`config.mk`:
```
export PLATFORM = sky130hd
export DESIGN_NAME = nano4k_flash_job_sequencer
export DESIGN_NICKNAME = d
export VERILOG_FILES = /design/src/rtl/nano4k_flash_job_sequencer.sv
export SDC_FILE = /design/constraint.sdc
export NUM_CORES = 1
export LEC_CHECK = 0
export ABC_AREA = 1
export CAP_MARGIN = 15
export CELL_PAD_IN_SITES_DETAIL_PLACEMENT = 1
export CELL_PAD_IN_SITES_GLOBAL_PLACEMENT = 2
export CORE_ASPECT_RATIO = 0.5
export CORE_UTILIZATION = 32
export DETAILED_ROUTE_END_ITERATION = 10
export MAX_ROUTING_LAYER = met4
export PLACE_DENSITY_LB_ADDON = 0.1
export SYNTH_ARGS = -nofsm -noshare
export SYNTH_HDL_FRONTEND = slang
export SYNTH_SLANG_ARGS = --single-unit
```
`constraint.sdc`:
```
create_clock -name interfaceClk -period 3.64 [get_ports interfaceClk]
set_input_delay 0.546 -clock interfaceClk [delete_from_list [all_inputs] [get_ports interfaceClk]]
set_output_delay 0.546 -clock interfaceClk [all_outputs]
set_load 0.02 [all_outputs]
```
`src/rtl/nano4k_flash_job_sequencer.sv`:
```
// nano4k_flash_job_sequencer: ready/valid job engine issuing WREN/op/RDSR-poll command chains to nano4k_spi_flash
module nano4k_flash_job_sequencer #(
  parameter int ADDR_WIDTH = 22,
  parameter int LEN_WIDTH = 9,
  parameter int PAGE_BYTES = 256,
  parameter int CMD_HOLD = 64,
  parameter int GAP_CYCLES = 16,
  parameter int POLL_GAP = 256,
  parameter int POLL_MAX = 65535,
  parameter logic [7:0] OP_WREN = 8'h06,
  parameter logic [7:0] OP_RDSR = 8'h05,
  parameter logic [7:0] OP_PP = 8'h02,
  parameter logic [7:0] OP_PE = 8'h81,
  parameter logic [7:0] OP_SE = 8'h20,
  parameter logic [7:0] OP_FREAD = 8'h0B,
  parameter logic [7:0] OP_RDID = 8'h9F
) (
  input  logic                  interfaceClk,
  input  logic                  reset,
  input  logic                  jobValid,
  output logic                  jobReady,
  input  logic [2:0]            jobOp,
  input  logic [ADDR_WIDTH-1:0] jobAddr,
  input  logic [LEN_WIDTH-1:0]  jobLen,
  input  logic [7:0]            wrData,
  output logic                  wrTake,
  output logic [7:0]            rdData,
  output logic                  rdValid,
  output logic                  busy,
  output logic                  done,
  output logic                  error,
  output logic                  fEnable_n,
  output logic [7:0]            fCommand,
  output logic [ADDR_WIDTH-1:0] fAddress,
  output logic [7:0]            fData_WR,
  input  logic [7:0]            fData_RD,
  input  logic                  RdDataValid,
  input  logic                  WrDataReady
);
  localparam int PW = $clog2(PAGE_BYTES);
  localparam logic [3:0] S_IDLE = 4'd0, S_CHECK = 4'd1, S_WREN_ON = 4'd2, S_WREN_HOLD = 4'd3,
                         S_GAP_A = 4'd4, S_OP_ON = 4'd5, S_OP_DATA = 4'd6, S_OP_HOLD = 4'd7,
                         S_GAP_B = 4'd8, S_POLL_ON = 4'd9, S_POLL_WAIT = 4'd10, S_POLL_GAP = 4'd11,
                         S_FINISH = 4'd12;
  logic [3:0]            r_state;
  logic [2:0]            r_op;
  logic [ADDR_WIDTH-1:0] r_addr, r_faddr;
  logic [LEN_WIDTH-1:0]  r_len;
  logic [LEN_WIDTH:0]    r_cnt;
  logic [15:0]           r_timer, r_polls;
  logic [7:0]            r_cmd, r_rd_data;
  logic                  r_err, r_en_n, r_rd_valid, r_done, r_error;
  logic                  w_is_read, w_is_erase, w_illegal, w_ovf, w_strobe, w_tz;
  logic [7:0]            w_opcode;
  assign w_is_read  = (r_op == 3'd0) || (r_op == 3'd1) || (r_op == 3'd5);
  assign w_is_erase = (r_op == 3'd3) || (r_op == 3'd4);
  assign w_illegal  = r_op > 3'd5;
  assign w_ovf      = (r_op == 3'd2) && (32'(r_addr[PW-1:0]) + 32'(r_len) + 32'd1 > 32'(PAGE_BYTES));
  assign w_opcode   = r_op == 3'd0 ? OP_RDID : r_op == 3'd1 ? OP_FREAD : r_op == 3'd2 ? OP_PP :
                      r_op == 3'd3 ? OP_PE : r_op == 3'd4 ? OP_SE : OP_RDSR;
  assign w_strobe   = w_is_read ? RdDataValid : WrDataReady;
  assign w_tz       = r_timer == 16'd0;
  assign jobReady   = (r_state == S_IDLE) && !r_done;
  assign busy       = !jobReady;
  assign done       = r_done;
  assign error      = r_error;
  assign rdData     = r_rd_data;
  assign rdValid    = r_rd_valid;
  assign wrTake     = (r_state == S_OP_DATA) && (r_op == 3'd2) && WrDataReady;
  assign fEnable_n  = r_en_n;
  assign fCommand   = r_cmd;
  assign fAddress   = r_faddr;
  assign fData_WR   = wrData;
  // job sequencing FSM: command windows, gaps, byte counting and status polling
  always_ff @(posedge interfaceClk) begin
    if (reset) begin
      r_state <= S_IDLE;
      r_op <= '0;
      r_addr <= '0;
      r_len <= '0;
      r_cnt <= '0;
      r_timer <= '0;
      r_polls <= '0;
      r_cmd <= '0;
      r_faddr <= '0;
      r_rd_data <= '0;
      r_err <= 1'b0;
      r_en_n <= 1'b1;
      r_rd_valid <= 1'b0;
      r_done <= 1'b0;
      r_error <= 1'b0;
    end else begin
      r_rd_valid <= 1'b0;
      r_done <= 1'b0;
      r_error <= 1'b0;
      case (r_state)
        S_IDLE: if (jobValid && jobReady) begin
          r_op <= jobOp;
          r_addr <= jobAddr;
          r_len <= jobLen;
          r_state <= S_CHECK;
        end
        S_CHECK: begin
          r_err <= w_illegal || w_ovf;
          r_polls <= '0;
          r_state <= (w_illegal || w_ovf) ? S_FINISH : w_is_read ? S_OP_ON : S_WREN_ON;
        end
        S_WREN_ON: begin
          r_en_n <= 1'b0;
          r_cmd <= OP_WREN;
          r_faddr <= r_addr;
          r_timer <= 16'(CMD_HOLD - 1);
          r_state <= S_WREN_HOLD;
        end
        S_WREN_HOLD: if (w_tz) begin
          r_en_n <= 1'b1;
          r_timer <= 16'(GAP_CYCLES - 1);
          r_state <= S_GAP_A;
        end else r_timer <= r_timer - 16'd1;
        S_GAP_A: if (w_tz) r_state <= S_OP_ON; else r_timer <= r_timer - 16'd1;
        S_OP_ON: begin
          r_en_n <= 1'b0;
          r_cmd <= w_opcode;
          r_faddr <= r_addr;
          r_cnt <= {1'b0, r_len} + 1'b1;
          r_timer <= 16'(CMD_HOLD - 1);
          r_state <= w_is_erase ? S_OP_HOLD : S_OP_DATA;
        end
        S_OP_DATA: if (w_strobe) begin
          r_cnt <= r_cnt - 1'b1;
          r_rd_valid <= w_is_read;
          r_rd_data <= w_is_read ? fData_RD : r_rd_data;
          if (r_cnt == {{LEN_WIDTH{1'b0}}, 1'b1}) begin
            r_en_n <= 1'b1;
            r_timer <= 16'(GAP_CYCLES - 1);
            r_state <= S_GAP_B;
          end
        end
        S_OP_HOLD: if (w_tz) begin
          r_en_n <= 1'b1;
          r_timer <= 16'(GAP_CYCLES - 1);
          r_state <= S_GAP_B;
        end else r_timer <= r_timer - 16'd1;
        S_GAP_B: if (w_tz) r_state <= w_is_read ? S_FINISH : S_POLL_ON; else r_timer <= r_timer - 16'd1;
        S_POLL_ON: begin
          r_en_n <= 1'b0;
          r_cmd <= OP_RDSR;
          r_state <= S_POLL_WAIT;
        end
        S_POLL_WAIT: if (RdDataValid) begin
          r_en_n <= 1'b1;
          if (!fData_RD[0]) r_state <= S_FINISH;
          else if (r_polls == 16'(POLL_MAX - 1)) begin
            r_err <= 1'b1;
            r_state <= S_FINISH;
          end else begin
            r_polls <= r_polls + 16'd1;
            r_timer <= 16'(POLL_GAP - 1);
            r_state <= S_POLL_GAP;
          end
        end
        S_POLL_GAP: if (w_tz) r_state <= S_POLL_ON; else r_timer <= r_timer - 16'd1;
        S_FINISH: begin
          r_done <= 1'b1;
          r_error <= r_err;
          r_state <= S_IDLE;
        end
        default: r_state <= S_IDLE;
      endcase
    end
  end
endmodule

```
==> results of run 1 <==
cells by family after synthesis:
kind of cell	share of synthesized area
fa+ha+maj	0.0311
compound gates	0.195
flops	0.389
buf+inv	0.0957
simple gates	0.255
other cells	0.000598
xor+xnor	0.0335
routing by layer:
layer	vias to the layer above	wire, um
met1	2921	9340
met5	-	0
met2	63	9340
met3	14	553
met4	0	131
li1	3132	-
critical path, delay by kind of cell (launching register included):
family,cells,cell delay [ns]
AND/OR/NAND/NOR,3,0.58
buffers and inverters,3,0.81
flip-flops,1,0.39
placed cells by master, fill, tap and decap left out, types with 2 or more instances in the layout:
master / synthesis / layout
nor3_2: 4 / 4
nor3_1: 22 / 22
dfxtp_1: 122 / 122
nor3b_1: 2 / 2
ha_1: 14 / 14
nand2_2: 1 / 2
nor2_4: 4 / 4
buf_4: 11 / 10
inv_2: 16 / 17
clkinv_4: 0 / 3
o211a_1: 2 / 2
nand2_1: 163 / 162
xnor2_1: 6 / 6
clkinvlp_4: 0 / 4
o21ai_2: 2 / 2
xor2_1: 18 / 18
nand4_1: 10 / 10
nor2_2: 6 / 6
nor4_1: 2 / 2
o21ai_0: 86 / 86
clkbuf_16: 0 / 17
o21ai_1: 16 / 16
nor2_1: 114 / 114
clkinv_1: 2 / 2
bufinv_16: 0 / 2
clkdlybuf4s50_1: 0 / 89
inv_6: 0 / 2
nand3_1: 35 / 35
o211ai_1: 2 / 2
a21oi_1: 102 / 102
a211oi_1: 7 / 7
clkinv_2: 0 / 3
inv_1: 91 / 90
a31oi_1: 4 / 4
where the power goes:
group / internal, uW / leakage [uW] / total [uW] / switching, uW
logic: 865 / 0.00199 / 2480 / 1620
registers: 1610 / 0.000996 / 1830 / 212
clock network: 1010 / 0.000271 / 1680 / 671
total: 3480 / 0.00326 / 5980 / 2500
metrics by stage:
| step | std cells | cell area, um2 | hold slack, ns | worst slack, ns | total power (uW) |
|---|---|---|---|---|---|
| floorplan | 906 | 6270 | 0.429 | 1.52 | 3570 |
| global route | 1258 | 7960 | 0.484 | 0.697 | 6480 |
| finish | 1258 | 7960 | 0.457 | 0.889 | 5980 |
| CTS | 1258 | 7960 | 0.462 | 0.849 | 6080 |
| detailed placement | 1227 | 7380 | 0.453 | 1.00 | 4360 |
| global placement | 1227 | 7380 | 0.442 | 1.09 | 4310 |
final cells by class:
class	instances	area, um2	area share
clock buffers	17	425	0.0535
clock inverters	14	149	0.0187
inverters	109	409	0.0514
multi-input cells	637	3230	0.407
flip-flops and latches	122	2440	0.307
well taps	259	324	0.0407
repair buffers	100	971	0.122
registers in the layout (all words and copies together), names as in the netlist, 3 cells and up:
signal,count
fAddress,22
fCommand,7
r_addr,22
r_cnt,10
r_len,9
r_op,3
r_polls,16
r_state,4
r_timer,16
rdData,8
path summary, 6_finish.rpt:
path / to / slack [ns]
setup / recovery: jobReady / 0.89
hold / removal: fAddress[9] / 0.46
hold reg to reg: fAddress[9] / 0.46
setup reg to reg: r_timer[14] / 1.09
==> metrics.cfg, run 1 <==
[status]
outcome = finished, final reports clean

[cts]
post_cts_buffers = 0
numCtsBuffers = 17
clockBufferDepth = 2
clkLatencyLatePin_ns = 0.42
clkTransAtPathRegs_ns = 0.06
clock-sinks = 122
hold_buffers = 0
cts_tree = built
cts-root-buf = clkbuf_16
h-tree-depth = 4
cts_resized = 0

[global_routing]
use_met2 = 0.342
gr-usage-all-layers = 0.208
met1_usage = 0.261
grt_pass1_vias = 6174
use_met3 = 0.0468
grt.busiest_layer = met2
antenna_found_initial = 0
grt_pass1_wl_mm = 31.7
grt-ovfl-total = 0
grt_max_degree = 59

[synthesis]
yosys.area.top_type_share = 0.389
synth_nets = 976
ys_seq_area_frac = 0.389
synthTopCellsByArea = dfxtp_1, nand2_1, a21oi_1
synth-seq-cells = 122
synth_top_cell_by_area = dfxtp_1
yosysUniqueCellTypes = 45
synthArstFlopShare = 0
synth.cell_area_um2 = 6270
synth_common_cells = nand2_1, dfxtp_1, nor2_1, a21oi_1, inv_1
synth_edf_count = 0
syn_area_per_cell_um2 = 6.93
ys_dominant_reg_cell = dfxtp_1
yosysMostFrequentCell = nand2_1
synthCells = 906
yosysWarningCount = 0

[setup_path]
cp-startpoint = r_state[0]
path_cells = nor2_1, inv_2, nor2_1, inv_1, nor2_1, clkdlybuf4s50_1
critPathCaptureType = output pin
worst_ep_arrival_time_ns = 2.20
slowest_delay_ns = 0.66
crit_slowest_cell = clkdlybuf4s50_1
ff2ff_path_depth = 12
r2r_start = r_timer[0]
cp-start-kind = flip-flop
critical_path_required_ns = 3.09
crit_top_cell = nor2_1
path_class = reg -> out
worstPathMaxFanout = 6

[flow_run]
drv_cap = 0

[placement]
place_congestion = 0.800
port-buffer-count = 90
hpwl_mm = 14.2

[floorplan]
io_pins = 108
start_util = 0.334
coreArea_um2 = 18800
die_x_um = 200
die_h_um = 101
die_area_um2 = 20200
rows = 35

[route]
wirelength_mm = 19.4
drt_iter0_markers = 171
avgRoutedWirePerCell_um = 15.4
drtPass1Iterations = 4
via_per_inst = 4.87
drc = 0
vias = 6130
ant_nets = 0

[finish]
drive_gt1_frac = 0.0841
fillers = 2383
syn_to_final_growth_pct = 26.8
diodes = 0
fin_util = 0.423
fin_nets = 1057

[sta]
fin_skew_ns = 0.00702
fmax_mhz = 364
setup_viol = 0
rsz0062_at_grt = false
fin_tns_setup_ns = 0
hold_violations = 0
period_minus_slack_ns = 2.75
worst_slew_pin_slew_ns = 0.635
relSlewSlack = 0.575
period_share = 0.756
drv_slew = 0

[power]
powerDensity_nw_per_um2 = 752
ir_worst_vdd_v = 0.000404
p_leak_uw = 0.00326

[hold_path]
hold_start = r_addr[9]
hold_path_depth = 2
min_path_type = reg -> reg

(Power assumes the default switching activity.)
==> run 2: changes to the inputs <==
CORE_UTILIZATION = 29   (was 32)
clock period = 2.82 ns   (was 3.64 ns; I/O delays follow)
==> metrics.cfg, run 2 (synthesized netlist as in run 1, its figures left out) <==
[setup_path]
critical_path_required_ns = 2.40
path_class = reg -> out
worst_ep_arrival_time_ns = 2.21
cp-start-kind = flip-flop
path_cells = nand2_2, inv_2, nand2_1, buf_4, nor3_1, clkdlybuf4s50_1
worstPathMaxFanout = 21
crit_slowest_cell = clkdlybuf4s50_1
slowest_delay_ns = 0.64
r2r-end = r_state[3]
r2r_start = r_len[0]
regToRegSetupSlack_ns = 0.39
critPathCaptureType = output pin
ff2ff_path_depth = 18

[cts]
clockBufferDepth = 2
h-tree-depth = 4
cts_tree = built
clkLatencyLatePin_ns = 0.43
cts-root-buf = clkbuf_16
hold_buffers = 0
post_cts_buffers = 0
clock-sinks = 122
clkTransAtPathRegs_ns = 0.06
cts_resized = 0
numCtsBuffers = 17

[placement]
place_congestion = 0.793
hpwl_mm = 14.4
port-buffer-count = 90
place_inst = 1266

[sta]
worst_slew_pin_slew_ns = 0.693
hold_violations = 0
period_minus_slack_ns = 2.63
setup_viol = 0
drv_slew = 0
relSlewSlack = 0.536
fin_skew_ns = 0.00911
fmax_mhz = 380
rsz0062_at_grt = false
whs_ns = 0.439
period_share = 0.934
fin_tns_setup_ns = 0

[power]
p_leak_uw = 0.00331
p_sw_uw = 3270
seq_power_share = 0.299
swShare = 0.416
powerDensity_nw_per_um2 = 975
combPwrFrac = 0.416
ir_worst_vdd_v = 0.000368
p_int_uw = 4590
clockPowerShare = 0.285

[finish]
layout.cells.non_filler = 1299
fillers = 2580
drive_gt1_frac = 0.0905
final_cell_mix = nand2_1, dfxtp_1, nor2_1
syn_to_final_growth_pct = 28.6
regArea_um2 = 2440
fin_nets = 1063
multi_input_area_um2 = 3230
final_common_cell = nand2_1

[global_routing]
grt_pass1_vias = 6264
gr-usage-all-layers = 0.190
grt_max_degree = 38
grt_pass1_wl_mm = 32.2
grt-ovfl-total = 0
antenna_found_initial = 1

[hold_path]
hold_start = reset
hold_path_depth = 3
min_path_type = in -> reg
holdPathEnd = fAddress[13]

[route]
ant_nets = 0
drc = 0
drtPass1Iterations = 4
vias = 6085
drt_iter0_markers = 236
wirelength_mm = 19.4
avgRoutedWirePerCell_um = 15.0
via_per_inst = 4.68

[floorplan]
die_area_um2 = 22300
io_pins = 108
rows = 37
die_h_um = 106
start_util = 0.301
die_x_um = 210
coreArea_um2 = 20900

[status]
outcome = finished, final reports clean

[flow_run]
drv_cap = 0

-- run 2: cell types whose count changed in the layout (fill, tap and decap cells not counted), sizes merged --
cell,change
buf,+6
inv,+5
clkinv,-3
clkinvlp,-2
clkbuf,+1
diode,+1
-- run 2: worst max-delay path by stage --
stage,startpoint,endpoint,slack (ns),cells after the start
after floorplan,r_len[0],r_state[2],0.82,17
after global placement,RdDataValid,r_timer[12],0.36,9
after detailed placement,RdDataValid,r_timer[14],0.30,9
after CTS,r_state[2],wrTake,0.14,6
after global routing,r_state[0],jobReady,0.02,6
final,r_state[2],wrTake,0.19,6
-- run 2: final cells by class --
| cell class | count | share of cell area |
|---|---|---|
| inverters | 109 | 0.0507 |
| multi-input cells | 637 | 0.401 |
| well taps | 292 | 0.0453 |
| diodes | 1 | 0.000310 |
| clock inverters | 14 | 0.0197 |
| clock buffers | 18 | 0.0544 |
| repair buffers | 106 | 0.126 |
| flip-flops and latches | 122 | 0.303 |
-- run 2: power groups by stage --
stage,Clock (uW),Sequential (uW),Combinational [uW]
final,2240,2350,3270
after detailed placement,0,2390,3310
after global placement,0,2380,3270
after floorplan,0,2450,2150
after global routing,2370,2400,3710
after CTS,2310,2360,3340
-- run 2: metal layers --
metal  wire length, um  global-route usage
met5                 0                   -
met3               550              0.0449
met2              9010               0.304
met4               233              0.0594
met1              9630               0.237
-- run 2: worst max-delay path: cells and delay by family (launching register included) --
family                 cells  cell delay, ns
buffers and inverters      3            0.93
DFF                        1            0.45
and+or+nand+nor            3            0.39
-- run 2: per-stage QoR --
step	cell area, um2	util	worst slack [ns]	total power, uW
after CTS	8070	0.386	0.144	8010
after detailed placement	7470	0.358	0.299	5710
after global placement	7470	0.358	0.359	5650
final	8070	0.386	0.187	7860
after floorplan	6270	-	0.818	4610
after global routing	8070	0.386	0.0226	8480
